File: config.mk
export PLATFORM = sky130hd
export DESIGN_NAME = instr_fetch
export DESIGN_NICKNAME = d
export VERILOG_FILES = /design/src/rtl/cpu_pkg.sv /design/src/rtl/instr_fetch.sv
export SDC_FILE = /design/constraint.sdc
export NUM_CORES = 1
export LEC_CHECK = 0
export CELL_PAD_IN_SITES_DETAIL_PLACEMENT = 0
export CELL_PAD_IN_SITES_GLOBAL_PLACEMENT = 1
export CORE_MARGIN = 4
export CORE_UTILIZATION = 30
export CTS_CLUSTER_DIAMETER = 100
export DETAILED_ROUTE_END_ITERATION = 8
export PLACE_DENSITY_LB_ADDON = 0.2
export SETUP_SLACK_MARGIN = 0.2
export SYNTH_ARGS = -nofsm -noshare
export SYNTH_HDL_FRONTEND = slang
export SYNTH_SLANG_ARGS = --single-unit
File: constraint.sdc
create_clock -name clk -period 1.83 [get_ports clk]
set_input_delay 0.2745 -clock clk [delete_from_list [all_inputs] [get_ports clk]]
set_output_delay 0.2745 -clock clk [all_outputs]
set_load 0.01 [all_outputs]
File: src/rtl/cpu_pkg.sv
// Shared CPU definitions: datapath width, fetch FSM encoding and the NOP word
// that the fetch stage presents while nothing valid has been fetched.
package cpu_pkg;

  localparam int XLEN = 32;

  localparam logic [XLEN-1:0] NOP_INSTR  = 32'h0000_0013;
  localparam logic [XLEN-1:0] PC_STEP    = 32'h0000_0004;
  localparam logic [XLEN-1:0] ALIGN_MASK = 32'hFFFF_FFFC;

  typedef enum logic [2:0] {
    ST_IDLE  = 3'd0,
    ST_REQ   = 3'd1,
    ST_WAIT  = 3'd2,
    ST_FLUSH = 3'd3,
    ST_HOLD  = 3'd4
  } fetch_state_e;

  function automatic logic [XLEN-1:0] word_align(input logic [XLEN-1:0] addr);
    return addr & ALIGN_MASK;
  endfunction

endpackage

File: src/rtl/instr_fetch.sv
// Instruction fetch stage: one outstanding imem request, single-entry output
// buffer towards decode, redirect support with stale-response flushing.
//
// state | meaning
// IDLE  | post-reset bubble, no request
// REQ   | request for pc presented to imem
// WAIT  | request accepted, waiting for its response
// FLUSH | redirected while waiting; swallow the stale response
// HOLD  | fetched instruction presented to decode
module instr_fetch
  import cpu_pkg::*;
#(
  parameter logic [XLEN-1:0] RESET_PC = 32'h0000_0000
) (
  input  logic            clk,
  input  logic            rst_n,
  output logic            imem_req_valid,
  input  logic            imem_req_ready,
  output logic [XLEN-1:0] imem_req_addr,
  input  logic            imem_rsp_valid,
  input  logic [XLEN-1:0] imem_rsp_data,
  input  logic            redirect_valid,
  input  logic [XLEN-1:0] redirect_pc,
  output logic            if_valid,
  input  logic            if_ready,
  output logic [XLEN-1:0] if_instr,
  output logic [XLEN-1:0] if_pc,
  output logic [XLEN-1:0] if_pc_plus4
);

  fetch_state_e    state;
  logic [XLEN-1:0] pc;
  logic [XLEN-1:0] instr_q;
  logic [XLEN-1:0] instr_pc_q;

  always_ff @(posedge clk or negedge rst_n) begin
    if (!rst_n) begin
      state      <= ST_IDLE;
      pc         <= word_align(RESET_PC);
      instr_q    <= NOP_INSTR;
      instr_pc_q <= '0;
    end else begin
      case (state)
        ST_IDLE: state <= ST_REQ;
        ST_REQ: begin
          // a redirect replaces the address; the request is not accepted this cycle
          if (redirect_valid) begin
            pc <= word_align(redirect_pc);
          end else if (imem_req_ready) begin
            state <= ST_WAIT;
          end
        end
        ST_WAIT: begin
          if (redirect_valid) begin
            pc    <= word_align(redirect_pc);
            state <= imem_rsp_valid ? ST_REQ : ST_FLUSH;
          end else if (imem_rsp_valid) begin
            instr_q    <= imem_rsp_data;
            instr_pc_q <= pc;
            pc         <= word_align(pc + PC_STEP);
            state      <= ST_HOLD;
          end
        end
        ST_FLUSH: begin
          if (redirect_valid) begin
            pc <= word_align(redirect_pc);
          end
          if (imem_rsp_valid) begin
            state <= ST_REQ;
          end
        end
        ST_HOLD: begin
          // redirect wins over if_ready: the held instruction is dropped
          if (redirect_valid) begin
            pc    <= word_align(redirect_pc);
            state <= ST_REQ;
          end else if (if_ready) begin
            state <= ST_REQ;
          end
        end
        default: state <= ST_IDLE;
      endcase
    end
  end

  assign imem_req_valid = (state == ST_REQ);
  assign imem_req_addr  = pc;
  assign if_valid       = (state == ST_HOLD);
  assign if_instr       = instr_q;
  assign if_pc          = instr_pc_q;
  assign if_pc_plus4    = instr_pc_q + PC_STEP;

endmodule

## Word level (Yosys, flattened, before mapping)

Cells that the tools add are included.

| storage, ports and cells | value |
|---|---|
| bits in registers | 99 |
| bits in latches | 0 |
| memory bits (writable) | 0 |
| bits in read-only memories | 0 |
| input bits | 70 |
| output and inout bits | 130 |
| logic and storage cells | 36 |
| memories kept | 0 |

| cells by class | value |
|---|---|
| $add $sub $neg | 2 |
| multiply operators | 0 |
| div/mod/pow operators | 0 |
| magnitude comparators | 0 |
| eq/ne operators | 10 |
| shift operators | 0 |
| muxes and demuxes | 13 |
| bitwise logic cells | 1 |
| reduce and logical (&&, ||, !) cells | 6 |

Operator list:

| operator | count |
|---|---|
| 32-bit 2-to-1 mux | 3 |
| 32-bit by 3-bit adder with 32-bit output, second input constant | 2 |
| 32-bit case mux with 2 select lines | 1 |
| 3-bit 2-to-1 mux | 7 |
| 3-bit case mux with 5 select lines | 1 |
| 3-bit by 2-bit == test with 1-bit output, second input constant | 2 |
| 3-bit AND reduction | 2 |
| 5-bit AND reduction | 1 |
| 2-bit by 1-bit != test with 1-bit output, second input constant | 2 |
| 2-bit != test, second input constant | 2 |
| 3-bit by 1-bit == test with 1-bit output, second input constant | 1 |
| 3-bit == test, second input constant | 1 |
| 3-bit zero test | 1 |
| 3-bit by 2-bit != test with 1-bit output, second input constant | 1 |
| 3-bit != test, second input constant | 1 |
| 3-bit OR reduction | 1 |
| 2-bit 2-to-1 mux | 1 |
| 2-bit nonzero test | 1 |
| 1-bit NOT | 1 |

## Logic depth before layout (Yosys ltp)

| depth | value |
|---|---|
| depth in word-level cells | 4 |
| depth in mapped cells | 8 |

## Worst setup path after synthesis

OpenSTA, ideal clock, no wires.

| timing | value |
|---|---|
| kind | register to register |
| from | reg pc[2] (netlist: imem_req_addr[2]) |
| to | reg pc[26] (netlist: imem_req_addr[26]) |
| setup time | 99 ps |
| arrival | 1818 ps |
| slack | -87 ps |
| stages on the path, launching flop included | 8 |
| clock period less this slack | 1917 ps |
| cells stage by stage | dfrtp_1 > ha_1 > and4_1 > buf_2 > nor3b_4 > and3_1 > a311oi_1 > a311oi_1 |

| between the ends | value |
|---|---|
| word-level cells in the longest chain between the ends | 4 |

Ends and longest elaborated chain:

| item | line | text |
|---|---|---|
| from (decl) | instr_fetch.sv:32 | `logic [XLEN-1:0] pc;` |
| from (signal assigned) | instr_fetch.sv:39 | `pc <= word_align(RESET_PC);` |
| from (signal assigned) | instr_fetch.sv:48 | `pc <= word_align(redirect_pc);` |
| from (signal assigned) | instr_fetch.sv:55 | `pc <= word_align(redirect_pc);` |
| 32-bit by 3-bit adder with 32-bit output | instr_fetch.sv:60 | `pc <= word_align(pc + PC_STEP);` |
| 32-bit 2-to-1 mux | instr_fetch.sv:57 | `end else if (imem_rsp_valid) begin` |
| 32-bit 2-to-1 mux | instr_fetch.sv:54 | `if (redirect_valid) begin` |
| 32-bit case mux with 2 select lines | instr_fetch.sv:43 | `case (state)` |

No other way between the ends. The select of a mux whose other input is x is not followed.
A chain may end at the register's enable or synchronous reset.

## Final worst setup path

| timing | value |
|---|---|
| from | reg instr_pc_q[5] (netlist: if_pc[5]) |
| to | out if_pc_plus4[29] |

| between the ends | value |
|---|---|
| word-level cells in the longest chain between the ends | 1 |

Ends and longest elaborated chain:

| item | line | text |
|---|---|---|
| from (decl) | instr_fetch.sv:34 | `logic [XLEN-1:0] instr_pc_q;` |
| from (signal assigned) | instr_fetch.sv:59 | `instr_pc_q <= pc;` |
| 32-bit by 3-bit adder with 32-bit output | instr_fetch.sv:91 | `assign if_pc_plus4 = instr_pc_q + PC_STEP;` |
| to (decl) | instr_fetch.sv:28 | `output logic [XLEN-1:0] if_pc_plus4` |

No other way between the ends.

==> impl_metrics.json <==
{
  "nets": 909,
  "first_pass_iters": 5,
  "wl_met1_um": 8650,
  "cts_num_sinks": 95,
  "htreeDepth": 3,
  "ir_drop_mv": 0.746,
  "path_max_fanout": 8,
  "leakagePower_nw": 4.64,
  "synth_area_um2": 5010,
  "vias_per_cell": 5.01,
  "core-area_um2": 16100,
  "fin_crit_sh_pct": 115,
  "cap_violations": 0,
  "crit_path_start_kind": "flop",
  "die_h_um": 137,
  "crit_type": "flop to primary output",
  "antenna_found_initial": 0,
  "status": "finished, violations left",
  "synth_cells": 474,
  "die_area_um2": 18800,
  "start_util_pct": 31.1,
  "synth.area.top_cells": "dfrtp_1, mux2_2, xnor2_1, nand2_1, a21oi_1",
  "dp_hpwl_um": 13100,
  "fmax_ghz": 0.477,
  "postPlaceCellArea_um2": 8180,
  "cp_cell_sequence": "and3_4 > nand3_4 > nor3_4 > buf_12 > nand4_1 > xnor2_2 > buf_2",
  "io_pins": 200,
  "drive_above_1_share_pct": 54.3,
  "met2_length_um": 11000,
  "drcViolationCount": 0,
  "grt_max_degree": 54,
  "clockBufferDepth": 2,
  "wl_met3_um": 1090,
  "grt_overflow": 0,
  "rsz0062_at_grt": "yes",
  "yosys_warnings": 0,
  "cts_root_buf": "clkbuf_16",
  "ys_ff_latch": 95,
  "area_growth_pct": 107,
  "p_per_area_nw_per_um2": 1610,
  "clock_latency_ps": 360,
  "synthFlopType": "dfrtp_1",
  "setup_ws_ps": -268,
  "rows": 46,
  "drv_slew": 0,
  "nFillCells": 1216,
  "routed.top_layer": "met4",
  "ant_nets": 0,
  "port_buffers": 191,
  "slowest_delay_ps": 350,
  "instances_no_fill": 1058,
  "pre_cts_slack_ps": -367,
  "min_period_ps": 2100,
  "yosys.area.top_type": "dfrtp_1",
  "clk_pin_slew_worst_paths_ps": 70,
  "grt_usage_pct": 21.1,
  "fin_area_um2": 10400,
  "multi_input_area_um2": 3630,
  "ys_seq_area_share_pct": 47.5,
  "diodes": 0,
  "violations": "setup timing",
  "cts_buffers": 9,
  "async_flop_share_pct": 100,
  "seqCellArea_um2": 2400,
  "drt-total-wl_um": 21000,
  "synth_cell_types": 59,
  "drt_iter0_drc": 235,
  "avgSynthCellArea_um2": 10.6,
  "routedWlPerCell_um": 19.8,
  "crit_required_ps": 1560,
  "cts_tree": "done",
  "hold_viol_final": 0,
  "die_w_um": 137,
  "grt_pass1_vias": 5471,
  "synth_top_area_share_pct": 45.9,
  "slowest_stage": "dfrtp_1",
  "grt_pass1_wl_um": 30700,
  "critPathArrivalTime_ps": 1820,
  "worstHoldPathType": "primary input to async pin",
  "gp_congestion": 0.867,
  "dp.cells": 961,
  "setup_viol": 27,
  "finClkSkew_ps": 7.25,
  "critPathCaptureType": "primary output",
  "vias": 5298,
  "synth_edf_count": 0
}
==> placed cells by master (no fill, tap or decap), types with 6 or more instances in the layout <==
cell / netlist / layout
nor2_1: 15 / 8
a21oi_2: 0 / 13
xnor2_2: 0 / 18
nand4_1: 16 / 16
clkdlybuf4s50_1: 0 / 97
buf_8: 0 / 8
and3_1: 14 / 9
clkbuf_16: 0 / 9
nand3_2: 1 / 11
o21ai_2: 0 / 10
buf_16: 0 / 10
dfrtp_2: 0 / 15
dfrtp_1: 92 / 77
buf_6: 0 / 46
a21oi_1: 30 / 14
o21ai_1: 2 / 7
nand3_1: 26 / 6
xnor2_1: 25 / 7
o22ai_4: 0 / 7
buf_4: 6 / 104
nand2_1: 46 / 22
nand2_2: 0 / 13
buf_12: 0 / 20
mux2_4: 0 / 59
dlygate4sd2_1: 0 / 60
inv_1: 8 / 8
conb_1: 1 / 6
nand2_4: 0 / 11
buf_2: 16 / 30
nand3_4: 0 / 10
==> path summary, 6_finish.rpt <==
kind                        startpoint           endpoint  slack [ps]  cells past startpoint
min reg2reg                if_instr[8]        if_instr[8]         510                      1
max reg2reg                   state[2]  imem_req_addr[31]         -10                      7
min in group clk           if_instr[8]        if_instr[8]         510                      1
max in group asynchronous        rst_n        if_instr[0]        1020                      3
max                           if_pc[5]    if_pc_plus4[29]        -270                      7
min                              rst_n          if_pc[31]         260                      2
==> routing by layer <==
layer  GRT usage [%]  vias up
met2            37.2      142
met1            26.3     2682
met3            5.15       18
met4            4.32        0
li1                -     2456
met5               0        -
==> timing repair <==
action | CTS | global route
hold endpoints to repair | 88 | 0
endpoints found under the setup margin | 183 | 125
cloned | 13 | 0
pin swaps | 70 | 35
resized for setup | 412 | 75
hold buffers | 1 | 0
buffers inserted | 54 | 13
==> synthesized netlist by cell type, types with 3 or more instances <==
master	count
nand3_1	26
xor2_1	3
clkbuf_1	9
or3_1	3
o22a_1	4
and3_1	14
dfstp_2	3
buf_2	16
o21ai_0	18
nand2_1	46
dfrtp_1	92
o22ai_1	9
nand2b_1	4
buf_4	6
nand4_1	16
mux2_2	61
nor2_1	15
a311oi_1	3
a21oi_1	30
nor3_1	4
xnor2_1	25
a31oi_1	3
and4_1	3
a2bb2oi_1	6
mux2i_1	5
inv_1	8
==> area by class of cell <==
class,instances,area share [%]
repair buffers,379,36.4
clock buffers,9,2.17
inverters,8,0.289
flip-flops and latches,95,23.1
clock inverters,7,0.542
multi-input cells,344,34.9
well taps,216,2.60
==> power breakdown <==
part	switching [W]	internal (W)
registers	0.000689	0.00320
logic	0.00489	0.00610
clock network	0.000889	0.000936
==> registers in the layout (all words and copies together), names as in the netlist <==
name,count
if_instr,32
if_pc,30
imem_req_addr,30
state,3
==> critical path, delay by kind of cell, from the launching register on <==
| kind | cells | cell delay, ps |
|---|---|---|
| buffers and inverters | 2 | 300 |
| flip-flops | 1 | 350 |
| XOR/XNOR | 1 | 150 |
| AND/OR/NAND/NOR | 4 | 660 |
==> through the flow <==
stage                     hold WS, ps  TNS (ps)  utilization [%]  total power (W)
after floorplan                 -21.1     -66.4                -          0.00768
after global placement           99.5    -23970             50.8           0.0126
after detailed placement          100    -26780             50.8           0.0128
after CTS                         269     -4540             61.5           0.0160
after global routing              274     -9480             64.5           0.0176
final                             265     -5010             64.5           0.0167
==> logic make-up after synthesis <==
group	synth area share, %
AND/OR/NAND/NOR	16.1
AO/OA/AOI/OAI	12.4
flip-flops	47.5
multiplexers	14.7
buffers and inverters	3.87
XOR/XNOR	4.89
adder cells (fa/ha/maj)	0.499
other	0.0748
Note: power is estimated with default switching activity, not from simulation.
